<file path="config.mk">
export PLATFORM = sky130hd
export DESIGN_NAME = pid_cfg_writer_flat
export DESIGN_NICKNAME = d
export VERILOG_FILES = /design/src/rtl/pid_cfg_writer_pkg.sv /design/src/rtl/pid_cfg_writer_if.sv /design/src/rtl/pid_cfg_writer_fifo.sv /design/src/rtl/pid_cfg_writer.sv /design/src/flat_wrapper.sv
export SDC_FILE = /design/constraint.sdc
export NUM_CORES = 1
export LEC_CHECK = 0
export ABC_CLOCK_PERIOD_IN_PS = 9100
export CAP_MARGIN = 20
export CORE_AREA = 2 2 245 247
export DETAILED_ROUTE_END_ITERATION = 16
export DIE_AREA = 0 0 247 249
export PLACE_DENSITY = 0.78
export SLEW_MARGIN = 10
export SYNTH_ARGS = -nofsm -noshare
export SYNTH_HDL_FRONTEND = slang
export SYNTH_SLANG_ARGS = --single-unit
</file>
<file path="constraint.sdc">
create_clock -name clk_in -period 9.1 [get_ports clk_in]
set_clock_uncertainty 0.1 [all_clocks]
set_input_delay 0.91 -clock clk_in [delete_from_list [all_inputs] [get_ports clk_in]]
set_output_delay 0.91 -clock clk_in [all_outputs]
set_load 0.05 [all_outputs]
</file>
<file path="src/rtl/pid_cfg_writer_pkg.sv">
// Shared types and constants for the pid_cfg_writer config-write initiator.
// Responders and benches import this for the bus widths and the broadcast channel code.
package pid_cfg_writer_pkg;

  localparam int DEF_N_CHAN     = 8;
  localparam int DEF_FIFO_DEPTH = 8;

  localparam int W_WR_ADDR = 16;
  localparam int W_WR_CHAN = 16;
  localparam int W_WR_DATA = 48;
  localparam int W_CMD     = W_WR_ADDR + W_WR_CHAN + W_WR_DATA;

  localparam logic [W_WR_CHAN-1:0] BCAST_CHAN = {W_WR_CHAN{1'b1}};

  typedef enum logic [0:0] {
    ST_IDLE  = 1'b0,
    ST_BCAST = 1'b1
  } wr_state_e;

  typedef struct packed {
    logic [W_WR_ADDR-1:0] addr;
    logic [W_WR_CHAN-1:0] chan;
    logic [W_WR_DATA-1:0] data;
  } cfg_cmd_t;

endpackage

</file>
<file path="src/rtl/pid_cfg_writer_if.sv">
// Host command handshake plus the config write bus driven towards the per-channel blocks.
// master = the writer (pid_cfg_writer); slave = host and responders taken together.
interface pid_cfg_writer_if;
  import pid_cfg_writer_pkg::*;

  logic                 cmd_valid_in;
  logic                 cmd_ready_out;
  logic [W_WR_ADDR-1:0] cmd_addr_in;
  logic [W_WR_CHAN-1:0] cmd_chan_in;
  logic [W_WR_DATA-1:0] cmd_data_in;

  logic                 wr_en;
  logic [W_WR_ADDR-1:0] wr_addr;
  logic [W_WR_CHAN-1:0] wr_chan;
  logic [W_WR_DATA-1:0] wr_data;

  modport master (
    input  cmd_valid_in, cmd_addr_in, cmd_chan_in, cmd_data_in,
    output cmd_ready_out, wr_en, wr_addr, wr_chan, wr_data
  );

  modport slave (
    output cmd_valid_in, cmd_addr_in, cmd_chan_in, cmd_data_in,
    input  cmd_ready_out, wr_en, wr_addr, wr_chan, wr_data
  );

endinterface

</file>
<file path="src/rtl/pid_cfg_writer_fifo.sv">
// cfg_cmd_fifo: first-word-fall-through command FIFO with a registered head stage.
// A pushed word becomes visible at the head one clock after it is written.
module cfg_cmd_fifo #(
  parameter int WIDTH = 80,
  parameter int DEPTH = 8
) (
  input  logic             clk_in,
  input  logic             rst_n_in,
  input  logic             push,
  input  logic [WIDTH-1:0] din,
  output logic             full,
  input  logic             pop,
  output logic [WIDTH-1:0] dout,
  output logic             empty,
  output logic             drained
);
  localparam int AW = $clog2(DEPTH);
  localparam int CW = AW + 1;

  logic [WIDTH-1:0] mem [DEPTH];
  logic [CW-1:0]    wr_ptr_q, rd_ptr_q, count_q, count_d;
  logic             head_valid_q, full_q;
  logic             push_ok, pop_ok, load;

  assign push_ok = push && !full_q;
  assign pop_ok  = pop && head_valid_q;
  // Refill the head from storage whenever it is free or being consumed this cycle.
  assign load    = (wr_ptr_q != rd_ptr_q) && (!head_valid_q || pop_ok);
  assign count_d = count_q + CW'(push_ok) - CW'(pop_ok);

  // NOTE: storage and head data carry no reset; the pointers and valid flag alone define contents.
  always_ff @(posedge clk_in) begin
    if (push_ok) mem[wr_ptr_q[AW-1:0]] <= din;
    if (load)    dout <= mem[rd_ptr_q[AW-1:0]];
  end

  // NOTE: sequential state uses non-blocking assignments so every flop samples pre-edge values.
  always_ff @(posedge clk_in or negedge rst_n_in) begin
    if (!rst_n_in) begin
      wr_ptr_q     <= '0;
      rd_ptr_q     <= '0;
      count_q      <= '0;
      head_valid_q <= 1'b0;
      full_q       <= 1'b0;
    end else begin
      if (push_ok) wr_ptr_q <= wr_ptr_q + CW'(1);
      if (load)    rd_ptr_q <= rd_ptr_q + CW'(1);
      if (load)        head_valid_q <= 1'b1;
      else if (pop_ok) head_valid_q <= 1'b0;
      count_q <= count_d;
      full_q  <= (count_d == CW'(DEPTH));
    end
  end

  assign full    = full_q;
  assign empty   = !head_valid_q;
  assign drained = (count_q == '0);

endmodule

</file>
<file path="src/rtl/pid_cfg_writer.sv">
// Config write initiator: queues host commands and issues one registered bus write per clock,
// expanding broadcasts to every channel and dropping (and counting) out-of-range channels.
module pid_cfg_writer
  import pid_cfg_writer_pkg::*;
#(
  parameter int N_CHAN     = DEF_N_CHAN,
  parameter int FIFO_DEPTH = DEF_FIFO_DEPTH
) (
  input  logic                 clk_in,
  input  logic                 rst_n_in,
  pid_cfg_writer_if.master     bus,
  output logic                 busy_out,
  output logic [15:0]          drop_cnt_out
);
  localparam int                   IW       = $clog2(N_CHAN) + 1;
  localparam logic [W_WR_CHAN-1:0] N_CHAN_W = W_WR_CHAN'(N_CHAN);

  wr_state_e            state_q, state_d;
  logic [IW-1:0]        idx_q, idx_d;
  logic [W_WR_ADDR-1:0] lat_addr_q, lat_addr_d;
  logic [W_WR_DATA-1:0] lat_data_q, lat_data_d;
  logic [15:0]          drop_cnt_q;
  logic                 drop_inc;
  logic                 rdy_en_q;

  logic                 wr_en_q, wr_en_d;
  logic [W_WR_ADDR-1:0] wr_addr_q, wr_addr_d;
  logic [W_WR_CHAN-1:0] wr_chan_q, wr_chan_d;
  logic [W_WR_DATA-1:0] wr_data_q, wr_data_d;

  logic                 fifo_push, fifo_pop, fifo_full, fifo_empty, fifo_drained;
  logic [W_CMD-1:0]     fifo_dout;
  cfg_cmd_t             head;

  // Ready comes straight from flops; the FIFO's full flag is exact for the current occupancy.
  assign bus.cmd_ready_out = rdy_en_q && !fifo_full;
  assign fifo_push         = bus.cmd_valid_in && bus.cmd_ready_out;
  assign head              = cfg_cmd_t'(fifo_dout);

  cfg_cmd_fifo #(.WIDTH(W_CMD), .DEPTH(FIFO_DEPTH)) u_fifo (
    .clk_in  (clk_in),
    .rst_n_in(rst_n_in),
    .push    (fifo_push),
    .din     ({bus.cmd_addr_in, bus.cmd_chan_in, bus.cmd_data_in}),
    .full    (fifo_full),
    .pop     (fifo_pop),
    .dout    (fifo_dout),
    .empty   (fifo_empty),
    .drained (fifo_drained)
  );

  // NOTE: every always_comb output gets a default first, so no path can infer a latch.
  always_comb begin
    state_d    = state_q;
    idx_d      = idx_q;
    lat_addr_d = lat_addr_q;
    lat_data_d = lat_data_q;
    fifo_pop   = 1'b0;
    drop_inc   = 1'b0;
    wr_en_d    = 1'b0;
    wr_addr_d  = wr_addr_q;
    wr_chan_d  = wr_chan_q;
    wr_data_d  = wr_data_q;
    case (state_q)
      ST_IDLE: begin
        if (!fifo_empty) begin
          fifo_pop = 1'b1;
          if (head.chan < N_CHAN_W) begin
            wr_en_d   = 1'b1;
            wr_addr_d = head.addr;
            wr_chan_d = head.chan;
            wr_data_d = head.data;
          end else if (head.chan == BCAST_CHAN) begin
            wr_en_d    = 1'b1;
            wr_addr_d  = head.addr;
            wr_chan_d  = '0;
            wr_data_d  = head.data;
            lat_addr_d = head.addr;
            lat_data_d = head.data;
            if (N_CHAN > 1) begin
              state_d = ST_BCAST;
              idx_d   = IW'(1);
            end
          end else begin
            drop_inc = 1'b1;
          end
        end
      end
      ST_BCAST: begin
        wr_en_d   = 1'b1;
        wr_addr_d = lat_addr_q;
        wr_chan_d = W_WR_CHAN'(idx_q);
        wr_data_d = lat_data_q;
        idx_d     = idx_q + IW'(1);
        if (idx_q == IW'(N_CHAN - 1)) state_d = ST_IDLE;
      end
      default: state_d = ST_IDLE;
    endcase
  end

  always_ff @(posedge clk_in or negedge rst_n_in) begin
    if (!rst_n_in) begin
      state_q    <= ST_IDLE;
      idx_q      <= '0;
      lat_addr_q <= '0;
      lat_data_q <= '0;
      drop_cnt_q <= '0;
      rdy_en_q   <= 1'b0;
      wr_en_q    <= 1'b0;
      wr_addr_q  <= '0;
      wr_chan_q  <= '0;
      wr_data_q  <= '0;
    end else begin
      state_q    <= state_d;
      idx_q      <= idx_d;
      lat_addr_q <= lat_addr_d;
      lat_data_q <= lat_data_d;
      rdy_en_q   <= 1'b1;
      if (drop_inc && drop_cnt_q != 16'hFFFF) drop_cnt_q <= drop_cnt_q + 16'd1;
      wr_en_q    <= wr_en_d;
      wr_addr_q  <= wr_addr_d;
      wr_chan_q  <= wr_chan_d;
      wr_data_q  <= wr_data_d;
    end
  end

  assign bus.wr_en   = wr_en_q;
  assign bus.wr_addr = wr_addr_q;
  assign bus.wr_chan = wr_chan_q;
  assign bus.wr_data = wr_data_q;
  assign busy_out     = !fifo_drained || (state_q != ST_IDLE);
  assign drop_cnt_out = drop_cnt_q;

endmodule

</file>
<file path="src/flat_wrapper.sv">
// flat-port wrapper written by rule: the top's interface ports become plain ports
module pid_cfg_writer_flat import pid_cfg_writer_pkg::*;
#(
  parameter int N_CHAN     = DEF_N_CHAN,
  parameter int FIFO_DEPTH = DEF_FIFO_DEPTH
)
  (clk_in, rst_n_in, busy_out, drop_cnt_out, bus_cmd_valid_in, bus_cmd_addr_in, bus_cmd_chan_in, bus_cmd_data_in, bus_cmd_ready_out, bus_wr_en, bus_wr_addr, bus_wr_chan, bus_wr_data);
  pid_cfg_writer_if bus_i ();
  input  logic clk_in;
  input  logic rst_n_in;
  output logic busy_out;
  output logic [15:0] drop_cnt_out;
  input wire logic [$bits(bus_i.cmd_valid_in)-1:0] bus_cmd_valid_in;
  input wire logic [$bits(bus_i.cmd_addr_in)-1:0] bus_cmd_addr_in;
  input wire logic [$bits(bus_i.cmd_chan_in)-1:0] bus_cmd_chan_in;
  input wire logic [$bits(bus_i.cmd_data_in)-1:0] bus_cmd_data_in;
  output wire logic [$bits(bus_i.cmd_ready_out)-1:0] bus_cmd_ready_out;
  output wire logic [$bits(bus_i.wr_en)-1:0] bus_wr_en;
  output wire logic [$bits(bus_i.wr_addr)-1:0] bus_wr_addr;
  output wire logic [$bits(bus_i.wr_chan)-1:0] bus_wr_chan;
  output wire logic [$bits(bus_i.wr_data)-1:0] bus_wr_data;
  assign bus_i.cmd_valid_in = bus_cmd_valid_in;
  assign bus_i.cmd_addr_in = bus_cmd_addr_in;
  assign bus_i.cmd_chan_in = bus_cmd_chan_in;
  assign bus_i.cmd_data_in = bus_cmd_data_in;
  assign bus_cmd_ready_out = bus_i.cmd_ready_out;
  assign bus_wr_en = bus_i.wr_en;
  assign bus_wr_addr = bus_i.wr_addr;
  assign bus_wr_chan = bus_i.wr_chan;
  assign bus_wr_data = bus_i.wr_data;
  pid_cfg_writer #(.N_CHAN(N_CHAN), .FIFO_DEPTH(FIFO_DEPTH)) u_core (.clk_in(clk_in), .rst_n_in(rst_n_in), .bus(bus_i), .busy_out(busy_out), .drop_cnt_out(drop_cnt_out));
endmodule
</file>
==> flow_summary.json, run 1 <==
{
  "synth_cell_types": 43,
  "ir_drop_v": 0.000213,
  "cp_num_buf_inv": 1,
  "syn-num-nets": 1673,
  "critPathTopFamily": "simple AND/OR/NAND/NOR gates",
  "wirelength_um": 70100,
  "use_met2_pct": 39.0,
  "crit_fanout": 37,
  "path_clk_slew_ps": 60,
  "grtUsageMet1_pct": 31.4,
  "slowest_stage": "or4b_2",
  "cts.htree.levels": 3,
  "post-place-ws_ps": 4830,
  "slew_viol_final": 0,
  "numCtsBuffers": 87,
  "drv_cap": 0,
  "hold_viol": 0,
  "p_per_area_nw_per_um2": 294,
  "synth.avg_cell_area_sq_um": 21.7,
  "crit_arrival_ps": 2800,
  "syn_area_sq_um": 34300,
  "grt_overflow": 0,
  "dieArea_sq_um": 61500,
  "cts-resized-gates": 0,
  "fmax_ghz": 0.262,
  "leakage_nw": 14.3,
  "end_kind": "primary output",
  "met3_usage_pct": 3.81,
  "die_h_um": 249,
  "synth-async-reset-ratio_pct": 20.1,
  "core_area_sq_um": 58700,
  "clock-root-buffer": "clkbuf_16",
  "synth-edff-count": 720,
  "grt_pass1_vias": 17200,
  "r2r_slack_ps": 5370,
  "totalPowerFinal_mw": 11.8,
  "holdWs_ps": 299,
  "fin_tns_setup_ps": 0,
  "gp_congestion": 0.811,
  "vias_per_cell": 6.09,
  "die_w_um": 247,
  "setup_viol": 0,
  "path_cells": "or4b_2 > clkdlybuf4s50_1",
  "ys_warn_count": 0,
  "cts_tree": "done",
  "io_buffer_count": 181,
  "wire_per_inst_um": 26.4,
  "postCtsHoldBufs": 0,
  "rsz0062_at_grt": "false",
  "maxSlewHeadroom_pct": 25.2,
  "row_count": 89,
  "tightestPinTransition_ps": 1120,
  "grt_pass1_wl_um": 106000,
  "setup_ws_ps": 5290,
  "start_kind": "flip-flop",
  "status": "complete, no violations",
  "route.detailed.drc": 0,
  "first_iter_violations": 1387,
  "clk_path_buf_depth": 3,
  "synthFlopType": "edfxtp_1",
  "cp.required_ps": 8090,
  "numClockSinks": 901,
  "yosys_register_bits": 901,
  "top_usage_layer": "met2",
  "track_usage_pct": 23.1,
  "grt_start_max_net_pins": 109,
  "place_hpwl_um": 37400,
  "synth_most_common_cell": "edfxtp_1",
  "worstSetupPathType": "flip-flop to primary output",
  "cts_setup_buffers": 0,
  "synth_common_cells": "edfxtp_1 (720), mux2_2 (263), dfrtp_1 (181)",
  "ant_nets": 0,
  "hold_path.class": "input pin to asynchronous set/reset pin",
  "area_growth_pct": 17.2,
  "final_nets": 1903,
  "final_util_pct": 68.6,
  "ys_seq_area_share_pct": 76.1,
  "num_vias": 16200,
  "synth_top_cell_by_area": "edfxtp_1",
  "period_minus_slack_ps": 3810,
  "antenna_found_initial": 5,
  "synth_top_area_share_pct": 63.0,
  "drive_gt1_share_pct": 32.3,
  "synth_cells": 1580,
  "cpPeakStageDelay_ps": 740,
  "ys_top_cells_by_area": "edfxtp_1 (63%), dfrtp_1 (13%), mux4_2 (10%)",
  "dr.pass1.iters": 5,
  "finalCritPeriodShare_pct": 41.9,
  "ios": 182,
  "clock_latency_ps": 650,
  "start_util_pct": 58.5
}
==> final timing paths <==
kind,startpoint,to,cells after the start
setup reg to reg,u_core.state_q,u_core.u_fifo.rd_ptr_q[3],5
min in group clk_in,u_core.bus.wr_chan[9],u_core.bus.wr_chan[9],1
hold / removal,rst_n_in,u_core.bus.wr_chan[11],1
hold reg to reg,u_core.bus.wr_chan[9],u_core.bus.wr_chan[9],1
setup / recovery,u_core.state_q,busy_out,2
max in group asynchronous,rst_n_in,u_core.bus.wr_addr[11],3
==> metrics by stage <==
stage          std cells  area, sq um
2_1_floorplan       1580        34300
5_1_grt             2659        40200
3_5_place_dp        2487        37100
4_1_cts             2650        40100
6_report            2661        40200
3_3_place_gp        2485        37000
==> cell families (layout without fill, tap and decap cells) <==
| kind of cell | after synthesis | after routing | synth area share (%) |
|---|---|---|---|
| DFF | 901 | 901 | 76.1 |
| muxes | 440 | 440 | 19.7 |
| and+or+nand+nor | 109 | 109 | 1.79 |
| buffers and inverters | 82 | 386 | 1.14 |
| xor gates and xnor gates | 25 | 25 | 0.638 |
| AOI/OAI and AO/OA | 12 | 12 | 0.222 |
| adders and majority gates | 10 | 10 | 0.386 |
| other | 1 | 5 | 0.0109 |
==> layer usage <==
metal  vias to the layer above  part of all wire, %  wire length, um
li1                       6849                    -                -
met2                       614                   53            36900
met5                         -                0.058               41
met4                         6                  1.6             1140
met3                        93                  6.2             4340
met1                      8653                   39            27700
==> layout by cell type, fill, tap and decap left out, drive strengths merged, types with 2 or more instances in the layout <==
| cell type | synthesis | final |
|---|---|---|
| a21oi | 3 | 3 |
| a22o | 3 | 3 |
| and2 | 13 | 13 |
| and3 | 2 | 2 |
| and4 | 2 | 2 |
| buf | 41 | 33 |
| bufinv | 0 | 11 |
| clkbuf | 32 | 111 |
| clkdlybuf4s50 | 0 | 180 |
| clkinv | 0 | 31 |
| clkinvlp | 0 | 6 |
| dfrtp | 181 | 181 |
| diode | 0 | 4 |
| edfxtp | 720 | 720 |
| ha | 9 | 9 |
| inv | 9 | 14 |
| mux2 | 279 | 279 |
| mux4 | 160 | 160 |
| nand2 | 26 | 26 |
| nand2b | 5 | 5 |
| nand3 | 11 | 11 |
| nand4 | 12 | 12 |
| nor2 | 13 | 13 |
| nor2b | 3 | 3 |
| nor3 | 8 | 8 |
| nor4 | 5 | 5 |
| nor4b | 3 | 3 |
| o21ai | 4 | 4 |
| xnor2 | 11 | 11 |
| xor2 | 14 | 14 |
==> where the power goes <==
group | internal, mW | leakage (nW) | total (mW) | switching, mW
Clock | 2.17 | 1.44 | 3.70 | 1.53
Combinational | 1.33 | 3.75 | 2.67 | 1.34
Sequential | 5.08 | 9.09 | 5.45 | 0.367
==> sequential cells by signal (all words and copies together) (netlist names), 16 cells and up <==
| register | cells |
|---|---|
| u_core.bus.wr_addr | 16 |
| u_core.bus.wr_chan | 16 |
| u_core.bus.wr_data | 48 |
| u_core.drop_cnt_out | 16 |
| u_core.lat_addr_q | 16 |
| u_core.lat_data_q | 48 |
| u_core.u_fifo.dout | 80 |
| u_core.u_fifo.mem | 640 |
==> cell type report <==
| cell class | count | area (sq um) |
|---|---|---|
| multi-input combinational | 597 | 7880 |
| clock buffer | 110 | 2370 |
| antenna | 4 | 10.0 |
| timing repair buffer | 214 | 2210 |
| inverter | 9 | 33.8 |
| sequential | 901 | 26200 |
| fill | 3399 | 18400 |
| tap | 773 | 967 |
| clock inverter | 53 | 601 |
Note: power is estimated with default switching activity, not from simulation.
==> inputs of run 2 (changes only) <==
--- a/config.mk
+++ b/config.mk
@@ -5,7 +5,7 @@
 export SDC_FILE = /design/constraint.sdc
 export NUM_CORES = 1
 export LEC_CHECK = 0
-export ABC_CLOCK_PERIOD_IN_PS = 9100
+export ABC_CLOCK_PERIOD_IN_PS = 3700
 export CAP_MARGIN = 20
 export CORE_AREA = 2 2 245 247
 export DETAILED_ROUTE_END_ITERATION = 16
==> constraint.sdc (replaced) <==
create_clock -name clk_in -period 3.7 [get_ports clk_in]
set_clock_uncertainty 0.1 [all_clocks]
set_input_delay 0.37 -clock clk_in [delete_from_list [all_inputs] [get_ports clk_in]]
set_output_delay 0.37 -clock clk_in [all_outputs]
set_load 0.05 [all_outputs]
==> run 2 against run 1 <==
Net effect:
- clock power grew 130%
- sequential power increased by 140%
- final cell count fell by 0.11%
- combinational power rose to 2.5 times the previous value
- count of clock-buffer cells in the layout up 4
- critical endpoint unchanged
- largest power group unchanged
- highest routed layer unchanged
==> flow_summary.json, run 2 (synthesis results as in run 1) <==
{
  "r2r-start": "u_core.u_fifo.dout[48]",
  "numCtsBuffers": 85,
  "p_int_mw": 20.6,
  "cpPeakStageDelay_ps": 780,
  "vias_per_cell": 5.94,
  "drive_gt1_share_pct": 32.2,
  "slew_viol_final": 0,
  "period_minus_slack_ps": 3240,
  "maxSlewHeadroom_pct": 28.0,
  "hold_viol": 0,
  "largest_reg_flops": 640,
  "cts.htree.levels": 3,
  "end_kind": "primary output",
  "use_met2_pct": 36.6,
  "top_usage_layer": "met2",
  "postLayoutCellArea_sq_um": 40100,
  "path_cells": "or4b_2 > clkdlybuf4s50_1",
  "leakage_nw": 14.2,
  "met3_usage_pct": 4.61,
  "ir_drop_v": 0.000673,
  "crit_arrival_ps": 2770,
  "final_nets": 1901,
  "start_util_pct": 58.5,
  "status": "complete, no violations",
  "die_h_um": 249,
  "tightestPinTransition_ps": 1080,
  "start_kind": "flip-flop",
  "crit_fanout": 26,
  "multi_input_area_sq_um": 7900,
  "place_hpwl_um": 35400,
  "grt_overflow": 0,
  "gp_congestion": 0.817,
  "fin_tns_setup_ps": 0,
  "core_area_sq_um": 58700,
  "switching_share_pct": 27.1,
  "cp.required_ps": 3230,
  "critPathTopFamily": "simple AND/OR/NAND/NOR gates",
  "r2r_slack_ps": 910,
  "wire_per_inst_um": 25.0,
  "ios": 182,
  "route.detailed.drc": 0,
  "final_util_pct": 68.3,
  "antenna_found_initial": 10,
  "ant_nets": 0,
  "comb_power_share_pct": 23.8,
  "p_seq_share_pct": 46.2,
  "p_per_area_nw_per_um2": 706,
  "r2r-end": "u_core.lat_data_q[38]",
  "clk_path_buf_depth": 3,
  "grt_start_max_net_pins": 164,
  "setup_viol": 0,
  "power_frac_clock_pct": 29.9,
  "grtUsageMet1_pct": 30.4,
  "clock_latency_ps": 630,
  "clock-root-buffer": "clkbuf_16",
  "cp_num_buf_inv": 1,
  "placed_area_sq_um": 37300,
  "fmax_ghz": 0.309,
  "drv_cap": 0,
  "first_iter_violations": 1293,
  "num-fill-cells": 3450,
  "track_usage_pct": 22.3,
  "num_vias": 15800,
  "seqCellArea_sq_um": 26200,
  "wirelength_um": 66400,
  "cts_tree": "done",
  "path_clk_slew_ps": 60,
  "io_buffer_count": 181,
  "dieArea_sq_um": 61500,
  "layout_common_cells": "edfxtp_1 (720), mux2_2 (263), clkdlybuf4s50_1 (180), dfrtp_1 (177), mux4_2 (160)",
  "worstSetupPathType": "flip-flop to primary output",
  "slowest_stage": "or4b_2",
  "area_growth_pct": 16.7,
  "finalCritPeriodShare_pct": 87.6,
  "grt_pass1_wl_um": 102000,
  "holdWs_ps": 350,
  "reg2regPathDepth": 5,
  "die_w_um": 247,
  "final_common_cell": "edfxtp_1",
  "p_sw_mw": 7.66,
  "totalPowerFinal_mw": 28.3,
  "grt_pass1_vias": 16700,
  "hold_path.class": "input pin to asynchronous set/reset pin",
  "dr.pass1.iters": 7,
  "rsz0062_at_grt": "false",
  "numClockSinks": 901,
  "row_count": 89
}
## run 2: cell types whose count changed in the layout (fill, tap and decap cells not counted), moves of 2 or more
cell	change
buf_12	+11
buf_16	-5
buf_4	-7
bufinv_16	-6
clkbuf_1	+3
clkbuf_16	-2
clkbuf_8	+3
clkinv_1	-4
clkinv_2	+8
clkinv_8	-2
clkinvlp_4	-3
inv_4	-2
nor3_2	-2
nor3_4	+2
## run 2: what timing repair did
item,4_1_cts,5_1_grt
resized for setup,0,0
endpoints found under the hold margin,113,0
setup buffers,0,0
hold buffers,1,0
## run 2: routing by layer
layer | share of wire, % | vias to the layer above
met5 | 0.092 | -
met4 | 2.0 | 10
met3 | 6.6 | 92
met2 | 51 | 533
met1 | 40 | 8322
li1 | - | 6840
## run 2: area by class of cell
type | count | share of cell area [%]
flip-flops and latches | 901 | 65.3
multi-input cells | 597 | 19.7
clock buffers | 114 | 5.91
repair buffers | 214 | 5.62
well taps | 773 | 2.41
clock inverters | 45 | 0.937
inverters | 9 | 0.0843
diodes | 5 | 0.0312
## run 2: how the worst max path moves through the flow
stage	from	end	slack, ps	cells past startpoint
after CTS	u_core.state_q	busy_out	410	2
after global placement	bus_cmd_valid_in	u_core.u_fifo.full	900	10
after detailed placement	bus_cmd_valid_in	u_core.u_fifo.full	870	10
final	u_core.state_q	busy_out	460	2
after floorplan	u_core.u_fifo.full	u_core.u_fifo.mem[5][0]	-80	4
after global routing	u_core.state_q	busy_out	410	2
## run 2: stage by stage
stage / worst slack (ps) / std cells
2_1_floorplan: -82.1 / 1580
3_3_place_gp: 895 / 2493
3_5_place_dp: 871 / 2493
4_1_cts: 406 / 2653
5_1_grt: 406 / 2658
6_report: 459 / 2658
## run 2: power groups by stage
stage,combinational [mW],sequential (mW),clock (mW)
2_1_floorplan,4.47,13.6,0
3_3_place_gp,6.69,13.2,0
3_5_place_dp,6.76,13.3,0
4_1_cts,6.85,13.1,8.61
5_1_grt,7.25,13.2,9.04
6_report,6.74,13.1,8.47
